--- config.mk ---
export PLATFORM = sky130hd
export DESIGN_NAME = lb_win2x2_flat
export DESIGN_NICKNAME = d
export VERILOG_FILES = /design/src/rtl/lb_win2x2_if.sv /design/src/rtl/lb_win2x2.sv /design/src/flat_wrapper.sv
export SDC_FILE = /design/constraint.sdc
export NUM_CORES = 1
export LEC_CHECK = 0
export CAP_MARGIN = 40
export CELL_PAD_IN_SITES_DETAIL_PLACEMENT = 0
export CELL_PAD_IN_SITES_GLOBAL_PLACEMENT = 1
export CORE_UTILIZATION = 35
export DETAILED_ROUTE_END_ITERATION = 7
export PLACE_DENSITY = 0.8
export SYNTH_ARGS = -nofsm -noshare
export SYNTH_HDL_FRONTEND = slang
export SYNTH_SLANG_ARGS = --single-unit
--- constraint.sdc ---
create_clock -name CLK -period 7.35 [get_ports CLK]
set_clock_uncertainty 0.05 [all_clocks]
set_input_delay 1.8375 -clock CLK [delete_from_list [all_inputs] [get_ports CLK]]
set_output_delay 1.8375 -clock CLK [all_outputs]
set_load 0.05 [all_outputs]
--- src/rtl/lb_win2x2_if.sv ---
// Pixel-in / window-out bundle for the 2x2 line-buffer window stage.
// The producer of pixels holds the master side; lb_win2x2 holds the slave side.
interface lb_win2x2_if #(
  parameter int DATA_W = 8
);
  localparam int SUM_W = DATA_W + 2;

  logic [DATA_W-1:0] cur_pix;
  logic              cur_wen;
  logic [DATA_W-1:0] above_pix;
  logic              above_valid;
  logic [SUM_W-1:0]  out_sum;
  logic [DATA_W-1:0] out_avg;
  logic              out_valid;
  logic              out_eol;
  logic              out_eof;

  modport master (
    output cur_pix, cur_wen, above_pix, above_valid,
    input  out_sum, out_avg, out_valid, out_eol, out_eof
  );

  modport slave (
    input  cur_pix, cur_wen, above_pix, above_valid,
    output out_sum, out_avg, out_valid, out_eol, out_eof
  );
endinterface

--- src/rtl/lb_win2x2.sv ---
// Sliding 2x2 window over the current line and the line-buffered line above.
// Emits a registered box sum, rounded average and end-of-line/frame markers.
module lb_win2x2 #(
  parameter int LWIDTH = 8,
  parameter int IMG_H  = 8,
  parameter int DATA_W = 8
) (
  input  logic        CLK,
  input  logic        RESET,
  lb_win2x2_if.slave  s
);

  localparam int SUM_W = DATA_W + 2;
  localparam int COL_W = $clog2(LWIDTH);
  localparam int ROW_W = $clog2(IMG_H);
  localparam logic [COL_W-1:0] COL_LAST = COL_W'(LWIDTH - 1);
  localparam logic [ROW_W-1:0] ROW_LAST = ROW_W'(IMG_H - 2);

  function automatic logic [DATA_W-1:0] round_avg(input logic [SUM_W-1:0] sum);
    logic [SUM_W-1:0] biased;
    biased = sum + SUM_W'(2);
    return biased[SUM_W-1:2];
  endfunction

  logic              acc_p0;
  logic              col_last_p0;
  logic              row_last_p0;

  logic [DATA_W-1:0] tl_q, tl_d, bl_q, bl_d, tr_q, tr_d, br_q, br_d;
  logic [COL_W-1:0]  col_q, col_d;
  logic [ROW_W-1:0]  row_q, row_d;

  logic [SUM_W-1:0]  sum_p1_q, sum_p1_d;
  logic [DATA_W-1:0] avg_p1_q, avg_p1_d;
  logic              vld_p1_q, vld_p1_d;
  logic              eol_p1_q, eol_p1_d;
  logic              eof_p1_q, eof_p1_d;

  // Stage p0: accept, window shift, position counters, window sum
  always_comb begin
    acc_p0      = s.cur_wen & s.above_valid;
    col_last_p0 = (col_q == COL_LAST);
    row_last_p0 = (row_q == ROW_LAST);

    tl_d     = tl_q;
    bl_d     = bl_q;
    tr_d     = tr_q;
    br_d     = br_q;
    col_d    = col_q;
    row_d    = row_q;
    sum_p1_d = sum_p1_q;
    avg_p1_d = avg_p1_q;
    vld_p1_d = 1'b0;
    eol_p1_d = 1'b0;
    eof_p1_d = 1'b0;

    if (acc_p0) begin
      tl_d = tr_q;
      bl_d = br_q;
      tr_d = s.above_pix;
      br_d = s.cur_pix;

      col_d = col_last_p0 ? '0 : col_q + 1'b1;
      if (col_last_p0) begin
        row_d = row_last_p0 ? '0 : row_q + 1'b1;
      end

      // Column 0 still shifts but is masked: its left column belongs to the previous line.
      sum_p1_d = SUM_W'(tl_d) + SUM_W'(bl_d) + SUM_W'(tr_d) + SUM_W'(br_d);
      avg_p1_d = round_avg(sum_p1_d);
      vld_p1_d = (col_q != '0);
      eol_p1_d = col_last_p0;
      eof_p1_d = col_last_p0 & row_last_p0;
    end
  end

  // Stage p1: registered window state and outputs
  always_ff @(posedge CLK) begin
    if (RESET) begin
      tl_q     <= '0;
      bl_q     <= '0;
      tr_q     <= '0;
      br_q     <= '0;
      col_q    <= '0;
      row_q    <= '0;
      sum_p1_q <= '0;
      avg_p1_q <= '0;
      vld_p1_q <= 1'b0;
      eol_p1_q <= 1'b0;
      eof_p1_q <= 1'b0;
    end else begin
      tl_q     <= tl_d;
      bl_q     <= bl_d;
      tr_q     <= tr_d;
      br_q     <= br_d;
      col_q    <= col_d;
      row_q    <= row_d;
      sum_p1_q <= sum_p1_d;
      avg_p1_q <= avg_p1_d;
      vld_p1_q <= vld_p1_d;
      eol_p1_q <= eol_p1_d;
      eof_p1_q <= eof_p1_d;
    end
  end

  assign s.out_sum   = sum_p1_q;
  assign s.out_avg   = avg_p1_q;
  assign s.out_valid = vld_p1_q;
  assign s.out_eol   = eol_p1_q;
  assign s.out_eof   = eof_p1_q;

endmodule

--- src/flat_wrapper.sv ---
// flat-port wrapper written by rule: the top's interface ports become plain ports
module lb_win2x2_flat 
#(
  parameter int LWIDTH = 8,
  parameter int IMG_H  = 8,
  parameter int DATA_W = 8
)
  (CLK, RESET, s_cur_pix, s_cur_wen, s_above_pix, s_above_valid, s_out_sum, s_out_avg, s_out_valid, s_out_eol, s_out_eof);
  lb_win2x2_if #(.DATA_W(DATA_W)) s_i ();
  input  logic CLK;
  input  logic RESET;
  input wire logic [$bits(s_i.cur_pix)-1:0] s_cur_pix;
  input wire logic [$bits(s_i.cur_wen)-1:0] s_cur_wen;
  input wire logic [$bits(s_i.above_pix)-1:0] s_above_pix;
  input wire logic [$bits(s_i.above_valid)-1:0] s_above_valid;
  output wire logic [$bits(s_i.out_sum)-1:0] s_out_sum;
  output wire logic [$bits(s_i.out_avg)-1:0] s_out_avg;
  output wire logic [$bits(s_i.out_valid)-1:0] s_out_valid;
  output wire logic [$bits(s_i.out_eol)-1:0] s_out_eol;
  output wire logic [$bits(s_i.out_eof)-1:0] s_out_eof;
  assign s_i.cur_pix = s_cur_pix;
  assign s_i.cur_wen = s_cur_wen;
  assign s_i.above_pix = s_above_pix;
  assign s_i.above_valid = s_above_valid;
  assign s_out_sum = s_i.out_sum;
  assign s_out_avg = s_i.out_avg;
  assign s_out_valid = s_i.out_valid;
  assign s_out_eol = s_i.out_eol;
  assign s_out_eof = s_i.out_eof;
  lb_win2x2 #(.LWIDTH(LWIDTH), .IMG_H(IMG_H), .DATA_W(DATA_W)) u_core (.CLK(CLK), .RESET(RESET), .s(s_i));
endmodule
==> flow_summary.html <==
<table>
<tr><th>Metric</th><th>Value</th></tr>
<tr><th colspan="2">Status</th></tr>
<tr><td>Result of the run</td><td>finished clean</td></tr>
<tr><th colspan="2">Synthesis</th></tr>
<tr><td>Syn Nets</td><td>366</td></tr>
<tr><td>Async set or reset register ratio after synthesis</td><td>0%</td></tr>
<tr><td>Cells after synthesis</td><td>~320</td></tr>
<tr><td>Seq/Total Area, Yosys</td><td>33.28%</td></tr>
<tr><td>EDFF count, synth</td><td>0</td></tr>
<tr><td>Yosys warning count</td><td>0</td></tr>
<tr><td>Area of the mapped netlist</td><td>~2600 um2</td></tr>
<tr><td>Unique cell type count in the Yosys netlist</td><td>46</td></tr>
<tr><td>Flip-flop and latch count after synthesis</td><td>43</td></tr>
<tr><td>Avg Synthesized Cell Area</td><td>a little over 8 um2</td></tr>
<tr><td>Ys flop type</td><td>sky130_fd_sc_hd__dfxtp_1</td></tr>
<tr><th colspan="2">Layout</th></tr>
<tr><td>Fraction of final layout cells with drive strength greater than 1</td><td>approximately 5.4%</td></tr>
<tr><td>Commonest cells after routing, fill and taps aside</td><td>sky130_fd_sc_hd__nand2_1 (57), sky130_fd_sc_hd__dfxtp_1 (43), sky130_fd_sc_hd__inv_1 (40), sky130_fd_sc_hd__clkdlybuf4s50_1 (40), sky130_fd_sc_hd__a21oi_1 (34)</td></tr>
<tr><td>Area added between synthesis and finish</td><td>24.24%</td></tr>
<tr><td>Final-layout fill cell count</td><td>between 700 and 800</td></tr>
<tr><td>Most frequent standard cell in the layout excluding fill and tap cells</td><td>sky130_fd_sc_hd__nand2_1</td></tr>
<tr><td># nets final</td><td>403</td></tr>
<tr><td>Number of antenna repair diodes</td><td>0</td></tr>
<tr><th colspan="2">Placement</th></tr>
<tr><td>Final estimated routing congestion in global placement</td><td>0.7961</td></tr>
<tr><td>Detailed placer's ending HPWL</td><td>3.786 mm</td></tr>
<tr><td>Count of buffers from port buffering</td><td>40</td></tr>
<tr><th colspan="2">Critical path</th></tr>
<tr><td>Endpoint of the worst-slack reg-to-reg timing path</td><td>u_core.s.out_avg[6]</td></tr>
<tr><td>Category of the worst setup path launch point</td><td>primary input</td></tr>
<tr><td>Required arrival time at the worst endpoint</td><td>7.49 ns</td></tr>
<tr><td>Worst Setup End Kind</td><td>flip-flop</td></tr>
<tr><td>Arrival time of data at the critical path endpoint</td><td>4.83 ns</td></tr>
<tr><td>Worst r2r path cells</td><td>15</td></tr>
<tr><td>Startpoint of the most critical register-to-register path</td><td>u_core.br_q[1]</td></tr>
<tr><td>Max FO, Critical Path</td><td>3</td></tr>
<tr><td>Worst setup path class</td><td>primary input to flip-flop</td></tr>
<tr><td>R2r setup slk</td><td>3.45 ns</td></tr>
<tr><th colspan="2">Power</th></tr>
<tr><td>Total chip power</td><td>~0.00074 W</td></tr>
<tr><td>Clock network fraction of design power</td><td>29.3%</td></tr>
<tr><td>Proportion of power drawn by combinational gates</td><td>roughly 36%</td></tr>
<tr><td>Proportion of power drawn by flip-flops and latches</td><td>34.6%</td></tr>
<tr><td>Leakage power</td><td>1.343 nW</td></tr>
<tr><td>Total internal power</td><td>0.0004934 W</td></tr>
<tr><td>PwrDens</td><td>231.2 nW/um2</td></tr>
<tr><td>Switching share of power</td><td>about a third</td></tr>
<tr><td>IR drop worst, VDD</td><td>approximately 110 uV</td></tr>
<tr><td>Net load switching power</td><td>0.0002495 W</td></tr>
<tr><th colspan="2">Clocking</th></tr>
<tr><td>Quantity of hold-fixing buffers added after cts</td><td>0</td></tr>
<tr><td>Root Driver</td><td>sky130_fd_sc_hd__clkbuf_8</td></tr>
<tr><td>TritonCTS sink count</td><td>43</td></tr>
<tr><td>Post-CTS Setup Repair Bufs</td><td>0</td></tr>
<tr><td>Post-CTS sizing</td><td>0</td></tr>
<tr><td>Max Root-Sink Buffers</td><td>2</td></tr>
<tr><td>Clock tree from TritonCTS</td><td>built</td></tr>
<tr><td># H-tree levels</td><td>2</td></tr>
<tr><td>Clock latency of the later-clocked register in the worst-skew pair</td><td>0.30 ns</td></tr>
<tr><td>Cts bufs inserted</td><td>5</td></tr>
<tr><td>CTS clk-pin slew, worst paths</td><td>0.08 ns</td></tr>
<tr><th colspan="2">Die</th></tr>
<tr><td>Y dimension of the die</td><td>between 80 and 90 um</td></tr>
<tr><td>Area of the core region</td><td>6982 um2</td></tr>
<tr><td>Die Area</td><td>about 7700 um2</td></tr>
<tr><td>Starting density of the core</td><td>37.04%</td></tr>
<tr><td>Number of placement rows</td><td>30</td></tr>
<tr><td>Width of the chip</td><td>87.96 um</td></tr>
<tr><td>Number of placed I/O pins</td><td>41</td></tr>
<tr><th colspan="2">GRT</th></tr>
<tr><td>Antenna violations before repair</td><td>0</td></tr>
<tr><td>Met3 Track Usage GR</td><td>3.393%</td></tr>
<tr><td>Maximum number of pins on one net before global-route repair</td><td>47</td></tr>
<tr><td>Global-route congestion overflow total</td><td>0</td></tr>
<tr><td>First-pass GRT wire length</td><td>8.700 mm</td></tr>
<tr><td>Most crowded layer after global routing</td><td>met2</td></tr>
<tr><td>Overall global routing resource usage</td><td>14.34%</td></tr>
<tr><td>GR Layer Usage met1</td><td>19.14%</td></tr>
<tr><td>Global-route met2 utilization</td><td>23.33%</td></tr>
<tr><td>Via count of the first global-routing pass</td><td>1953</td></tr>
<tr><th colspan="2">Detailed routing</th></tr>
<tr><td>Antenna-violating nets left</td><td>0</td></tr>
<tr><td>Routed wire length</td><td>5.170 mm</td></tr>
<tr><td>1st-iter DRT viols</td><td>53</td></tr>
<tr><td>Number of design rule violations left after detail routing</td><td>0</td></tr>
<tr><td>Via count</td><td>2147</td></tr>
<tr><td>Number of optimization iterations in the first detailed-route pass</td><td>4</td></tr>
<tr><td>Routed wirelength normalized by instance count</td><td>11.49 um</td></tr>
<tr><td>Via-to-Cell Ratio</td><td>4.771</td></tr>
<tr><th colspan="2">Timing</th></tr>
<tr><td>Worst slew slack as a fraction of its limit</td><td>66.81%</td></tr>
<tr><td>Final hold violation count</td><td>0</td></tr>
<tr><td>Final Hold Slack</td><td>~0.41 ns</td></tr>
<tr><td>Highest Clock Rate</td><td>213.2 MHz</td></tr>
<tr><td>Setup TNS after final layout</td><td>0 ns</td></tr>
<tr><td>Count of final max-slew check failures</td><td>0</td></tr>
<tr><td>Unrepaired setup endpoints after global routing</td><td>false</td></tr>
<tr><td>Final worst-path cycle share</td><td>a little under two thirds</td></tr>
<tr><td>Minimum clock period</td><td>~4.7 ns</td></tr>
<tr><td>Final setup violation count</td><td>0</td></tr>
<tr><td>Slew at the pin closest to its max-slew limit</td><td>0.4942 ns</td></tr>
<tr><th colspan="2">Min path</th></tr>
<tr><td>Min-Delay Startpoint</td><td>u_core.s.out_sum[4]</td></tr>
<tr><td>Hold Crit Endpoint</td><td>u_core.s.out_sum[4]</td></tr>
<tr><td>Path class of the lowest-slack min-delay path</td><td>flip-flop to flip-flop</td></tr>
<tr><td>Hold-critical path depth</td><td>2</td></tr>
<tr><th colspan="2">Run</th></tr>
<tr><td>Number of violations of the max-capacitance limit</td><td>0</td></tr>
</table>
-- per-stage QoR --
stage	setup WS [ns]	std cells	utilization, %	cell area [um2]
4_1_cts	2.646	450	46.02	3213
6_report	2.660	450	46.02	3213
5_1_grt	2.487	450	46.02	3213
3_5_place_dp	2.337	442	44.12	3080
2_1_floorplan	3.068	316	-	2586
3_3_place_gp	2.439	442	44.12	3080
-- worst max-delay path, cell delays in order --
cell and delay [ns]:
sky130_fd_sc_hd__clkdlybuf4s50_1 0.48, sky130_fd_sc_hd__inv_1 0.06, sky130_fd_sc_hd__fa_1 0.47, sky130_fd_sc_hd__inv_1 0.07
sky130_fd_sc_hd__ha_1 0.18, sky130_fd_sc_hd__inv_1 0.06, sky130_fd_sc_hd__fa_1 0.39, sky130_fd_sc_hd__nand2b_1 0.20
sky130_fd_sc_hd__a211oi_2 0.27, sky130_fd_sc_hd__o31a_1 0.20, sky130_fd_sc_hd__nor3b_2 0.06, sky130_fd_sc_hd__and4_1 0.22
sky130_fd_sc_hd__a2111oi_2 0.33
-- cells in the mapped netlist (all sizes together) (2+ instances only) --
cell type | n | share of area [%]
nand2b | 3 | 0.73
nor2b | 2 | 0.48
nor3b | 2 | 0.77
dfxtp | 43 | 33
and4 | 2 | 0.77
xor2 | 4 | 1.6
ha | 20 | 9.7
clkbuf | 12 | 1.7
inv | 40 | 5.8
a21oi | 35 | 6.9
a21o | 4 | 1.2
nor3 | 4 | 0.77
nor2 | 24 | 3.5
a21boi | 2 | 0.58
xnor2 | 13 | 4.4
and2 | 2 | 0.48
a211oi | 9 | 2.8
nand4 | 2 | 0.48
fa | 10 | 7.7
o21ai | 4 | 0.77
nand2 | 57 | 8.3
nand3 | 3 | 0.58
-- power groups by stage --
stage	combinational [W]	sequential, W	clock, W
4_1_cts	0.000272	0.000257	0.000226
2_1_floorplan	0.000165	0.000299	0
5_1_grt	0.000298	0.000259	0.000237
3_5_place_dp	0.000270	0.000263	0
6_report	0.000269	0.000257	0.000217
3_3_place_gp	0.000266	0.000263	0
-- worst max-delay path by stage --
stage                               from             endpoint  slack (ns)  depth (start not counted)
after CTS                 s_above_pix[1]  u_core.s.out_avg[6]        2.65                         13
after detailed placement  s_above_pix[1]  u_core.s.out_avg[6]        2.34                         13
after global routing      s_above_pix[1]  u_core.s.out_avg[6]        2.49                         13
final                     s_above_pix[1]  u_core.s.out_avg[6]        2.66                         13
after floorplan           s_above_pix[1]  u_core.s.out_avg[6]        3.07                         12
after global placement    s_above_pix[1]  u_core.s.out_avg[6]        2.44                         13
-- routing by layer --
layer,vias to the layer above,routed length (um)
met5,-,0
met4,0,49
met3,6,176
met2,36,2374
met1,992,2569
li1,1113,-
-- flip-flops by register name, summed over array words and instances, names as in the netlist --
register and flops:
u_core.br_q 8, u_core.col_q 3, u_core.row_q 3, u_core.s.out_avg 8, u_core.s.out_eof 1, u_core.s.out_eol 1, u_core.s.out_sum 10, u_core.s.out_valid 1
u_core.tr_q 8
-- kinds of logic (layout without fill, tap and decap cells) --
| logic type | count (synthesis) | after routing | synth area share [%] |
|---|---|---|---|
| xor gates and xnor gates | 17 | 17 | 6.048 |
| adders and majority gates | 30 | 30 | 17.42 |
| buffers and inverters | 53 | 91 | 7.692 |
| AOI/OAI and AO/OA | 65 | 65 | 16.55 |
| DFF | 43 | 43 | 33.29 |
| and+or+nand+nor | 108 | 108 | 19.01 |
-- area by class of cell --
cell class | count | area (um2) | area share [%]
multi-input combinational | 220 | 1526 | 47.51
tap | 96 | 120.1 | 3.738
sequential | 43 | 860.8 | 26.79
clock buffer | 6 | 72.57 | 2.259
clock inverter | 2 | 60.06 | 1.869
timing repair buffer | 43 | 422.9 | 13.16
inverter | 40 | 150.1 | 4.673
Power figures use the tool's default switching activity.
